`src/rtl/bpu_pkg.sv`:
```
// Shared types and constants for the branch predictor: instruction kinds,
// 2-bit direction counter encodings and the per-entry status fields.
package bpu_pkg;

    // Instruction kind reported by execute with each resolved instruction.
    typedef enum logic [1:0] {
        KIND_NONE = 2'b00,
        KIND_BR   = 2'b01,
        KIND_JAL  = 2'b10,
        KIND_JALR = 2'b11
    } kind_t;

    // 2-bit saturating direction counter; bit 1 is the taken prediction.
    typedef logic [1:0] ctr_t;

    localparam ctr_t CTR_SNT = 2'b00;
    localparam ctr_t CTR_WNT = 2'b01;
    localparam ctr_t CTR_WT  = 2'b10;
    localparam ctr_t CTR_ST  = 2'b11;

    // Width-independent part of a table entry. The tag and target fields
    // depend on module parameters and live in their own parallel arrays.
    typedef struct packed {
        logic valid;
        logic jump;
        ctr_t ctr;
    } entry_meta_t;

    // Architectural direction of a resolved instruction.
    function automatic logic actual_taken(input kind_t kind, input logic taken);
        return ((kind == KIND_BR) && taken) || (kind == KIND_JAL) || (kind == KIND_JALR);
    endfunction

endpackage

```
`src/rtl/branch_predictor_if.sv`:
```
// Fetch-lookup, prediction, resolve and redirect signals between the
// pipeline (master) and the branch predictor (slave).
interface branch_predictor_if
    import bpu_pkg::*;
#(
    parameter int XLEN = 32
);
    logic            f_valid;
    logic [XLEN-1:0] f_pc;

    logic            p_valid;
    logic            p_hit;
    logic            p_taken;
    logic [XLEN-1:0] p_target;

    logic            r_valid;
    logic [XLEN-1:0] r_pc;
    kind_t           r_kind;
    logic            r_taken;
    logic [XLEN-1:0] r_target;
    logic            r_pred_taken;
    logic [XLEN-1:0] r_pred_target;

    logic            redirect;
    logic [XLEN-1:0] redirect_pc;
    logic [31:0]     mispredict_cnt;

    modport master (
        output f_valid, f_pc,
        output r_valid, r_pc, r_kind, r_taken, r_target, r_pred_taken, r_pred_target,
        input  p_valid, p_hit, p_taken, p_target,
        input  redirect, redirect_pc, mispredict_cnt
    );

    modport slave (
        input  f_valid, f_pc,
        input  r_valid, r_pc, r_kind, r_taken, r_target, r_pred_taken, r_pred_target,
        output p_valid, p_hit, p_taken, p_target,
        output redirect, redirect_pc, mispredict_cnt
    );
endinterface

```
`src/rtl/bpu_sat_ctr.sv`:
```
// Next-state function of a 2-bit saturating direction counter.
module bpu_sat_ctr
    import bpu_pkg::*;
(
    input  ctr_t ctr,
    input  logic taken,
    output ctr_t ctr_next
);

    // Step toward strongly-taken or strongly-not-taken, holding at the ends.
    always_comb begin
        // NOTE: default assignment first so every path drives ctr_next and no latch is inferred.
        ctr_next = ctr;
        if (taken) begin
            if (ctr != CTR_ST) ctr_next = ctr + 2'd1;
        end else begin
            if (ctr != CTR_SNT) ctr_next = ctr - 2'd1;
        end
    end

endmodule

```
`src/rtl/branch_predictor.sv`:
```
// Tagged direct-mapped BTB with 2-bit direction counters. Predicts the next
// PC one cycle after a fetch lookup, learns from resolved instructions and
// raises a registered one-cycle redirect on every misprediction.
module branch_predictor
    import bpu_pkg::*;
#(
    parameter int ENTRIES = 16,
    parameter int TAG_W   = 8,
    parameter int XLEN    = 32
) (
    input  logic               clk,
    input  logic               rst_n,
    branch_predictor_if.slave  bus
);

    localparam int IDX = $clog2(ENTRIES);

    typedef logic [IDX-1:0]   idx_t;
    typedef logic [TAG_W-1:0] tag_t;
    typedef logic [XLEN-1:0]  addr_t;

    // Table storage: status, tag and target arrays indexed in parallel.
    entry_meta_t meta_q   [ENTRIES];
    tag_t        tag_q    [ENTRIES];
    addr_t       target_q [ENTRIES];

    logic [31:0] cnt_q;

    // Lookup side: everything is read from the current (pre-update) table.
    idx_t  f_idx;
    tag_t  f_tag;
    logic  f_hit;
    logic  f_taken;
    addr_t f_target;

    // Resolve side.
    idx_t  r_idx;
    tag_t  r_tag;
    logic  r_hit;
    logic  r_actual;
    logic  mispredict;
    addr_t fallthrough_pc;
    addr_t correct_pc;
    ctr_t  ctr_next;

    // Only the index and tag bit ranges of the PCs address the table.
    logic  unused_pc_bits;
    assign unused_pc_bits = ^{bus.f_pc, bus.r_pc};

    // Fetch-side table read and prediction.
    always_comb begin
        f_idx    = bus.f_pc[IDX+1:2];
        f_tag    = bus.f_pc[IDX+TAG_W+1:IDX+2];
        f_hit    = meta_q[f_idx].valid && (tag_q[f_idx] == f_tag);
        f_taken  = f_hit && (meta_q[f_idx].jump || meta_q[f_idx].ctr[1]);
        f_target = f_taken ? target_q[f_idx] : bus.f_pc + addr_t'(4);
    end

    // Resolve-side hit, actual direction and misprediction detection.
    always_comb begin
        r_idx          = bus.r_pc[IDX+1:2];
        r_tag          = bus.r_pc[IDX+TAG_W+1:IDX+2];
        r_hit          = meta_q[r_idx].valid && (tag_q[r_idx] == r_tag);
        r_actual       = actual_taken(bus.r_kind, bus.r_taken);
        fallthrough_pc = bus.r_pc + addr_t'(4);
        correct_pc     = r_actual ? bus.r_target : fallthrough_pc;
        mispredict     = (bus.r_pred_taken != r_actual) ||
                         (r_actual && (bus.r_pred_target != bus.r_target));
    end

    bpu_sat_ctr u_sat_ctr (
        .ctr      (meta_q[r_idx].ctr),
        .taken    (bus.r_taken),
        .ctr_next (ctr_next)
    );

    // Register the prediction; p_* fields hold while no lookup is issued.
    always_ff @(posedge clk or negedge rst_n) begin
        // NOTE: non-blocking assignments in clocked blocks so every register samples pre-edge values.
        if (!rst_n) begin
            bus.p_valid  <= 1'b0;
            bus.p_hit    <= 1'b0;
            bus.p_taken  <= 1'b0;
            bus.p_target <= '0;
        end else begin
            bus.p_valid <= bus.f_valid;
            if (bus.f_valid) begin
                bus.p_hit    <= f_hit;
                bus.p_taken  <= f_taken;
                bus.p_target <= f_target;
            end
        end
    end

    // One-cycle redirect pulse carrying the correct next PC.
    always_ff @(posedge clk or negedge rst_n) begin
        if (!rst_n) begin
            bus.redirect    <= 1'b0;
            bus.redirect_pc <= '0;
        end else begin
            bus.redirect <= bus.r_valid && mispredict;
            if (bus.r_valid && mispredict) bus.redirect_pc <= correct_pc;
        end
    end

    // Saturating misprediction counter.
    always_ff @(posedge clk or negedge rst_n) begin
        if (!rst_n) begin
            cnt_q <= '0;
        end else if (bus.r_valid && mispredict && (cnt_q != 32'hFFFF_FFFF)) begin
            cnt_q <= cnt_q + 32'd1;
        end
    end

    assign bus.mispredict_cnt = cnt_q;

    // Table training from resolved instructions.
    always_ff @(posedge clk or negedge rst_n) begin
        if (!rst_n) begin
            // NOTE: the table is flop-based, so it is cleared on reset like any other register.
            for (int i = 0; i < ENTRIES; i++) begin
                meta_q[i]   <= '{valid: 1'b0, jump: 1'b0, ctr: CTR_WNT};
                tag_q[i]    <= '0;
                target_q[i] <= '0;
            end
        end else if (bus.r_valid) begin
            case (bus.r_kind)
                KIND_BR: begin
                    if (r_hit) begin
                        meta_q[r_idx].ctr <= ctr_next;
                        if (bus.r_taken) target_q[r_idx] <= bus.r_target;
                    end else if (bus.r_taken) begin
                        meta_q[r_idx]   <= '{valid: 1'b1, jump: 1'b0, ctr: CTR_WT};
                        tag_q[r_idx]    <= r_tag;
                        target_q[r_idx] <= bus.r_target;
                    end
                end
                KIND_JAL, KIND_JALR: begin
                    meta_q[r_idx]   <= '{valid: 1'b1, jump: 1'b1, ctr: CTR_ST};
                    tag_q[r_idx]    <= r_tag;
                    target_q[r_idx] <= bus.r_target;
                end
                KIND_NONE: begin
                    // A non-control-flow instruction aliasing a live entry evicts it.
                    if (r_hit) meta_q[r_idx].valid <= 1'b0;
                end
                default: ;
            endcase
        end
    end

endmodule

```
`src/flat_wrapper.sv`:
```
// flat-port wrapper written by rule: the top's interface ports become plain ports
module branch_predictor_flat import bpu_pkg::*;
#(
    parameter int ENTRIES = 16,
    parameter int TAG_W   = 8,
    parameter int XLEN    = 32
)
  (clk, rst_n, bus_f_valid, bus_f_pc, bus_r_valid, bus_r_pc, bus_r_kind, bus_r_taken, bus_r_target, bus_r_pred_taken, bus_r_pred_target, bus_p_valid, bus_p_hit, bus_p_taken, bus_p_target, bus_redirect, bus_redirect_pc, bus_mispredict_cnt);
  branch_predictor_if #(.XLEN(XLEN)) bus_i ();
  input  logic clk;
  input  logic rst_n;
  input wire logic [$bits(bus_i.f_valid)-1:0] bus_f_valid;
  input wire logic [$bits(bus_i.f_pc)-1:0] bus_f_pc;
  input wire logic [$bits(bus_i.r_valid)-1:0] bus_r_valid;
  input wire logic [$bits(bus_i.r_pc)-1:0] bus_r_pc;
  input wire logic [$bits(bus_i.r_kind)-1:0] bus_r_kind;
  input wire logic [$bits(bus_i.r_taken)-1:0] bus_r_taken;
  input wire logic [$bits(bus_i.r_target)-1:0] bus_r_target;
  input wire logic [$bits(bus_i.r_pred_taken)-1:0] bus_r_pred_taken;
  input wire logic [$bits(bus_i.r_pred_target)-1:0] bus_r_pred_target;
  output wire logic [$bits(bus_i.p_valid)-1:0] bus_p_valid;
  output wire logic [$bits(bus_i.p_hit)-1:0] bus_p_hit;
  output wire logic [$bits(bus_i.p_taken)-1:0] bus_p_taken;
  output wire logic [$bits(bus_i.p_target)-1:0] bus_p_target;
  output wire logic [$bits(bus_i.redirect)-1:0] bus_redirect;
  output wire logic [$bits(bus_i.redirect_pc)-1:0] bus_redirect_pc;
  output wire logic [$bits(bus_i.mispredict_cnt)-1:0] bus_mispredict_cnt;
  assign bus_i.f_valid = bus_f_valid;
  assign bus_i.f_pc = bus_f_pc;
  assign bus_i.r_valid = bus_r_valid;
  assign bus_i.r_pc = bus_r_pc;
  assign bus_i.r_kind = bus_r_kind;
  assign bus_i.r_taken = bus_r_taken;
  assign bus_i.r_target = bus_r_target;
  assign bus_i.r_pred_taken = bus_r_pred_taken;
  assign bus_i.r_pred_target = bus_r_pred_target;
  assign bus_p_valid = bus_i.p_valid;
  assign bus_p_hit = bus_i.p_hit;
  assign bus_p_taken = bus_i.p_taken;
  assign bus_p_target = bus_i.p_target;
  assign bus_redirect = bus_i.redirect;
  assign bus_redirect_pc = bus_i.redirect_pc;
  assign bus_mispredict_cnt = bus_i.mispredict_cnt;
  branch_predictor #(.ENTRIES(ENTRIES), .TAG_W(TAG_W), .XLEN(XLEN)) u_core (.clk(clk), .rst_n(rst_n), .bus(bus_i));
endmodule
```
`config.mk`:
```
export PLATFORM = sky130hd
export DESIGN_NAME = branch_predictor_flat
export DESIGN_NICKNAME = d
export VERILOG_FILES = /design/src/rtl/bpu_pkg.sv /design/src/rtl/branch_predictor_if.sv /design/src/rtl/bpu_sat_ctr.sv /design/src/rtl/branch_predictor.sv /design/src/flat_wrapper.sv
export SDC_FILE = /design/constraint.sdc
export NUM_CORES = 2
export LEC_CHECK = 0
export ABC_AREA = 1
export BUFFER_PORTS_ARGS = -buffer_cell sky130_fd_sc_hd__buf_2
export CELL_PAD_IN_SITES_DETAIL_PLACEMENT = 1
export CELL_PAD_IN_SITES_GLOBAL_PLACEMENT = 1
export CORE_MARGIN = 8
export CORE_UTILIZATION = 46
export DETAILED_ROUTE_END_ITERATION = 8
export PLACE_DENSITY_LB_ADDON = 0.08
export SYNTH_ARGS = -nofsm -noshare
export SYNTH_HDL_FRONTEND = slang
export SYNTH_SLANG_ARGS = --single-unit
```
`constraint.sdc`:
```
create_clock -name clk -period 2.9 [get_ports clk]
set_clock_uncertainty 0.2 [all_clocks]
set_input_delay 0.435 -clock clk [delete_from_list [all_inputs] [get_ports clk]]
set_output_delay 0.435 -clock clk [all_outputs]
set_load 0.01 [all_outputs]
```
# --- After elaboration in Yosys (flattened, before gate mapping) ---
# Cells that the tools add are included.
# Widths: inputs -> output; s select.
word_totals:
  regBits: 804
  in_bits: 136
  wordCells: 176
op_classes:
  n_addsub: 5
  n_lt_le_gt_ge: 3
  eq_ne: 13
  n_mux: 43
  n_bitwise: 6
  n_reduce_logical: 19
op_table:
  columns: ["operator", "count"]
  rows:
  - ["$pmux 512 s2", 1]
  - ["$bwmux 512", 1]
  - ["$mux 512", 1]
  - ["$mux 128", 2]
  - ["$pmux 128 s2", 1]
  - ["$mux 64", 3]
  - ["$pmux 64 s3", 1]
  - ["$mux 32", 5]
  - ["$bmux 32 s4", 1]
  - ["$bwmux 128", 1]
  - ["$bwmux 64", 2]
  - ["$demux 32 s4", 1]
  - ["$add 32x3->32 const B", 2]
  - ["$bmux 8 s4", 2]
  - ["$or 64x64->64", 1]
  - ["$demux 4 s4", 3]
  - ["$mux 8", 5]
  - ["$add 32x1->32 const B", 1]
  - ["$and 32x32->32", 1]
  - ["$bmux 4 s4", 2]
  - ["$demux 8 s4", 1]
  - ["$ne 32x32->1", 1]
  - ["$ne 32x32->1 const B", 1]
  - ["$not 32->32", 1]
  - ["22 further kinds", 48]

# --- Logic depth before layout (Yosys ltp) ---
logic_depth:
  word_depth: 10
  depth_mapped: 21
  mapped_depth_nobuf: 18

# --- Modules after synthesis ---
# A second synthesis with hierarchy kept.
unflattened:
  hier_cells: 5682
  hier_area_um2: 42846.1
by_module_without_submodules:
  columns: ["mod", "instances", "cells_per_inst", "area_each_um2", "seq_area_each_um2"]
  rows:
  - ["branch_predictor", 1, 5676, 42821.1, 20139.3]
  - ["bpu_sat_ctr", 1, 6, 25.0, 0.0]

# --- Least setup slack after synthesis ---
# OpenSTA, ideal clock, no wires.
synth_timing:
  kind: "input-to-reg"
  startpoint: "input bus_r_pc[2]"
  endpoint: "register u_core.target_q[104] in the netlist's numbering"
  t_arrival_ns: 2.577
  required_ns: 2.569
  slack_ns: -0.007
  cell_stages: 15
  n_path_buf: 6
  cell_sequence: "buf_6 > inv_2 > buf_6 > buf_6 > buf_4 > ha_1 > inv_1 > nor2_1 > clkinv_1 > nor2_1 > inv_1 > clkbuf_1 > clkbuf_1 > nand2_1 > o21ai_0"
synth_between:
  elab_chain_cells: 8
  word_cells_on_any_way: 9
  cone_classes: "order compare: 2; mux: 5; bitwise: 1; reduce/logical: 1"
synth_rtl:
  columns: ["item", "line", "source"]
  rows:
  - ["from (decl)", "flat_wrapper.sv:15", "input wire logic [$bits(bus_i.r_pc)-1:0] bus_r_pc;"]
  - ["$not 4->5 (implied by the code) *", null, null]
  - ["$ge 5x5->1 (implied by the code) / $lt 5x1->1 (equally long branches)", "branch_predictor.sv:131, branch_predictor.sv:135, branch_predictor.sv:141", null]
  - ["$logic_and 1x1->1 (implied by the code)", "branch_predictor.sv:131, branch_predictor.sv:135, branch_predictor.sv:141", null]
  - ["$mux 32 (implied by the code)", "branch_predictor.sv:131, branch_predictor.sv:135, branch_predictor.sv:141", null]
  - ["$demux 32 s4 *", "branch_predictor.sv:131, branch_predictor.sv:135, branch_predictor.sv:141", null]
  - ["$bwmux 512 *", "branch_predictor.sv:131, branch_predictor.sv:135, branch_predictor.sv:141", null]
  - ["$mux 512", "branch_predictor.sv:131, branch_predictor.sv:132", null]
  - ["$pmux 512 s2 *", "branch_predictor.sv:127", "case (bus.r_kind)"]
  - ["to (signal, indexed assignment)", "branch_predictor.sv:131", "if (bus.r_taken) target_q[r_idx] <= bus.r_target;"]
  - ["to (signal, indexed assignment)", "branch_predictor.sv:135", "target_q[r_idx] <= bus.r_target;"]
  - ["to (signal, indexed assignment)", "branch_predictor.sv:141", "target_q[r_idx] <= bus.r_target;"]
  - ["to (decl)", "branch_predictor.sv:25", "addr_t target_q [ENTRIES];"]
# Every way passes the cells marked *; elsewhere a longest branch is shown, timed or not. The select of a mux whose other input is x is not followed.
# A chain may end at the register's enable or synchronous reset.

# --- Worst setup path after layout ---
layout_timing:
  startpoint: "input bus_r_pc[2]"
  endpoint: "register u_core.bus.redirect_pc[19]"
layout_between:
  elab_chain_cells: 2
layout_rtl:
  columns: ["item", "line", "source"]
  rows:
  - ["$add 32x3->32", "branch_predictor.sv:65", "fallthrough_pc = bus.r_pc + addr_t'(4);"]
  - ["$mux 32", "branch_predictor.sv:66", "correct_pc = r_actual ? bus.r_target : fallthrough_pc;"]
  - ["to (signal assigned)", "branch_predictor.sv:102", "if (bus.r_valid && mispredict) bus.redirect_pc <= correct_pc;"]
  - ["to (decl)", "branch_predictor_if.sv:39", "output redirect, redirect_pc, mispredict_cnt"]
# No other way between the ends.

==> impl_metrics.csv <==
group,metric,value,unit
run_status,status,"completed",
routing,ant_nets,0,
clock_tree,cts.sinks,804,
routing,drc,0,
synth,netlist_area,0.0424,mm²
timing,drv_slew,0,
min_path,min-delay-start,"bus_r_pc[29]",
clock_tree,clockRootBuffer,"clkbuf_16",
critical_path,timing.rr.end,"u_core.meta_q[33]",
clock_tree,clk_latency,680,ps
floorplanning,chipWidth,320,µm
critical_path,rr_worst_depth,19,
routing,via_per_inst,5.94,
finish,finish.utilization,56.3,%
synth,yosys_warnings,0,
global_routing,gr-usage-met2,53.7,%
finish,n_fill_cell,11300,
synth,synth_nets,5836,
critical_path,path_depth,15,
clock_tree,cts_max_level,3,
floorplanning,fp.dieH,320,µm
routing,wl,178000,µm
critical_path,regToRegStartpoint,"u_core.tag_q[123]",
global_routing,grt_pass1_vias,45600,
timing,max_freq,360,MHz
floorplanning,initial_core_util,46.4,%
critical_path,crit_arrival,3190,ps
routing,dr.pass1.iters,6,
clock_tree,cts_tree,"yes",
routing,dr_total_vias,43500,
finish,stdcell_area,0.0516,mm²
critical_path,path_max_fanout,14,
timing,setup_viol,0,
min_path,holdPathStages,4,
critical_path,path_cells,"buf_4 > inv_2 > buf_4 > buf_4 > nor3_4 > nand2_1 > nor2_2 > nand3_2 > nor2_2 > nand3_1 > nor2_1 > xor2_1 > nand2_1 > a21oi_1 > dlygate4sd3_1",
clock_tree,clkSlewWorstSetupHoldPaths,60,ps
finish,regArea,0.0201,mm²
power_and_ir_drop,power_density,699,mW/mm²
placement,dpl-instance-area,0.0477,mm²
power_and_ir_drop,p_leak,0.0247,µW
critical_path,worstSetupPathType,"in2reg",
global_routing,overflow,0,
power_and_ir_drop,swShare,32.5,%
placement,routabilityCongestion,0.927,
critical_path,crit_family,"simple AND/OR/NAND/NOR gates",
global_routing,grt_antenna_before_repair,7,
power_and_ir_drop,power.share.sequential,43.1,%
timing,slew_headroom,46.8,%
placement,portBuffers,235,
placement,dp_hpwl,121000,µm
min_path,hold_path_class,"in2reg",
global_routing,grt_use_met3,6.89,%
routing,drtIter0Drc,4030,
routing,routedWlPerCell,24.3,µm
critical_path,reg2reg_slack,200,ps
critical_path,cp_slowest_cell,"dlygate4sd3_1",
critical_path,crit_top_cell,"buf_4",
synth,yosys.cell_types.count,44,
timing,finalCriticalPeriod,2780,ps
global_routing,grt_max_degree,95,
finish,final_nets,6203,
critical_path,crit_buf_inv,5,
timing,worst_pin_slew,790,ps
clock_tree,cts_buffer_depth,3,
power_and_ir_drop,power.share.clock,35.2,%
global_routing,grt_pass1_wl,273000,µm
flow_run,timing.max_cap.violations,0,
global_routing,top_usage_layer,"met2",
critical_path,worstSetupStartpointType,"input port",
finish,drive_above_1_share,14.4,%
floorplanning,core_area,0.0915,mm²
synth,synth-seq-cells,804,
floorplanning,num_rows,111,
floorplanning,die_area,0.102,mm²
power_and_ir_drop,p_int,24300,µW
synth,seq_area_frac_synth,47.5,%
timing,period_share,95.7,%
global_routing,met1_usage,45.3,%
clock_tree,cts_buffers,93,
timing,hold_viol,0,
floorplanning,pin_count,236,
finish,area_growth,21.5,%
power_and_ir_drop,vdd_ir_drop_max,0.444,mV
timing,whs,19.1,ps
power_and_ir_drop,comb_power_share,21.6,%
synth,syn_avg_cell_area,7.45,µm²
critical_path,max_stage_delay,560,ps
global_routing,grt.total_usage,34.0,%
power_and_ir_drop,p_switching,11700,µW
finish,multi_input_area,0.0192,mm²
synth,syn_inst,5694,
critical_path,end_kind,"flip-flop",
timing,rsz0062_at_grt,"no",
min_path,hold_end,"u_core.bus.redirect_pc[29]",
clock_tree,post_cts_buffers,0,
critical_path,worstPathRequired,3320,ps
[worst register-to-register path, cell delays in order (launching register included)]
cell	delay [ps]
dfrtp_1	410
nor2_1	110
nor2_1	50
nand2_1	60
nand2_1	100
nand2_1	90
nand2_1	90
nor2_2	160
nor2_1	60
nor2_1	110
nand2_1	90
nor2_4	130
buf_4	140
nand4_1	140
nand2_2	190
buf_12	180
nand2_1	120
inv_1	100
nand2_1	50
nand2_1	60
[power groups by stage]
stage	Sequential, µW	Clock (µW)	Combinational, µW
2_1_floorplan	15200	0	4660
3_3_place_gp	15500	0	7180
3_5_place_dp	15600	0	7550
4_1_cts	15500	12800	7720
5_1_grt	15800	13200	8700
6_report	15500	12700	7790
[cell usage in the layout (no fill, tap or decap), drive strengths merged, types with 32 or more instances in the layout]
cell	n
o221ai	81
nand2	1605
o21ai	548
nor2	588
dlygate4sd3	44
o22ai	32
nand3	320
o211ai	50
nor3	44
xor2	66
buf	623
a21oi	554
clkbuf	135
nand4	83
clkinv	46
inv	374
dfrtp	788
[cell usage after synthesis, drive strengths merged]
master | number | share of area (%)
nand2 | 1605 | 14
dfrtp | 788 | 46
nor2 | 588 | 5.2
a21oi | 554 | 6.5
o21ai | 548 | 6.5
inv | 370 | 3.3
nand3 | 320 | 3.8
clkbuf | 229 | 2.0
buf | 171 | 2.1
nand4 | 83 | 1.3
o221ai | 81 | 1.7
xor2 | 66 | 1.4
o211ai | 50 | 0.88
nor3 | 44 | 0.55
o22ai | 32 | 0.47
clkinv | 26 | 0.23
o2111ai | 25 | 0.52
xnor2 | 22 | 0.45
dfstp | 16 | 0.99
nor4 | 16 | 0.24
or2 | 14 | 0.21
a31oi | 10 | 0.15
nand3b | 9 | 0.16
o31ai | 8 | 0.14
ha | 6 | 0.18
o21bai | 6 | 0.11
o21a | 2 | 0.035
a211oi | 1 | 0.018
a22o | 1 | 0.021
nor4b | 1 | 0.021
or3 | 1 | 0.015
or4 | 1 | 0.018
[cell type report]
type / instances / share of cell area (%)
timing repair buffer: 672 / 11.4
inverter: 396 / 2.91
clock buffer: 130 / 5.27
antenna: 5 / 0.0243
multi-input combinational: 4094 / 37.3
sequential: 804 / 39.1
tap: 1186 / 2.88
clock inverter: 39 / 1.09
[registers in the layout, indices dropped and copies added, names as in the netlist]
| signal | count |
|---|---|
| u_core.bus.p_taken | 1 |
| u_core.bus.p_hit | 1 |
| u_core.bus.redirect | 1 |
| u_core.bus.mispredict_cnt | 32 |
| u_core.tag_q | 128 |
| u_core.bus.redirect_pc | 32 |
| u_core.target_q | 512 |
| u_core.meta_q | 64 |
| u_core.bus.p_target | 32 |
| u_core.bus.p_valid | 1 |
[cell families (layout without fill, tap and decap cells)]
logic type | Yosys count | after routing | share of synthesized area (%)
AOI/OAI and AO/OA | 1318 | 1318 | 17.0
xor gates and xnor gates | 88 | 88 | 1.82
DFF | 804 | 804 | 47.5
other | 0 | 5 | 0
and+or+nand+nor | 2682 | 2682 | 25.9
buffers and inverters | 796 | 1237 | 7.66
adders and majority gates | 6 | 6 | 0.177
[what timing repair did]
item / in CTS / in global routing
endpoints found under the hold margin: 426 / 0
hold buffers: 44 / 0
gates resized for setup: 0 / 30
setup endpoints to repair: 0 / 62
[worst max-delay path by stage]
stage / start / slack [ps] / endpoint
6_report: bus_r_pc[2] / 120 / u_core.bus.redirect_pc[19]
5_1_grt: bus_r_pc[2] / 3 / u_core.bus.redirect_pc[19]
4_1_cts: bus_r_target[9] / 20 / u_core.bus.redirect_pc[27]
3_5_place_dp: bus_r_pc[2] / -210 / u_core.meta_q[22]
3_3_place_gp: bus_r_pc[3] / -160 / u_core.bus.redirect_pc[30]
2_1_floorplan: bus_r_pc[2] / 120 / u_core.target_q[104]
[metrics by stage]
stage                     setup TNS, ps  cells  power, µW  setup WS, ps
after floorplan                       0   5694      19800           122
after global placement           -11560   7106      22700          -164
after detailed placement         -29810   7106      23100          -213
after CTS                             0   7319      36000          21.4
after global routing                  0   7321      37700          2.54
final                                 0   7326      36000           125
[routing by layer]
layer,wire (µm),part of all wire [%],vias to the layer above
li1,-,-,19500
met1,75100,42,21800
met2,80700,45,1799
met3,14400,8.1,424
met4,7530,4.2,4
met5,26,0.015,-
(Power assumes the default switching activity.)
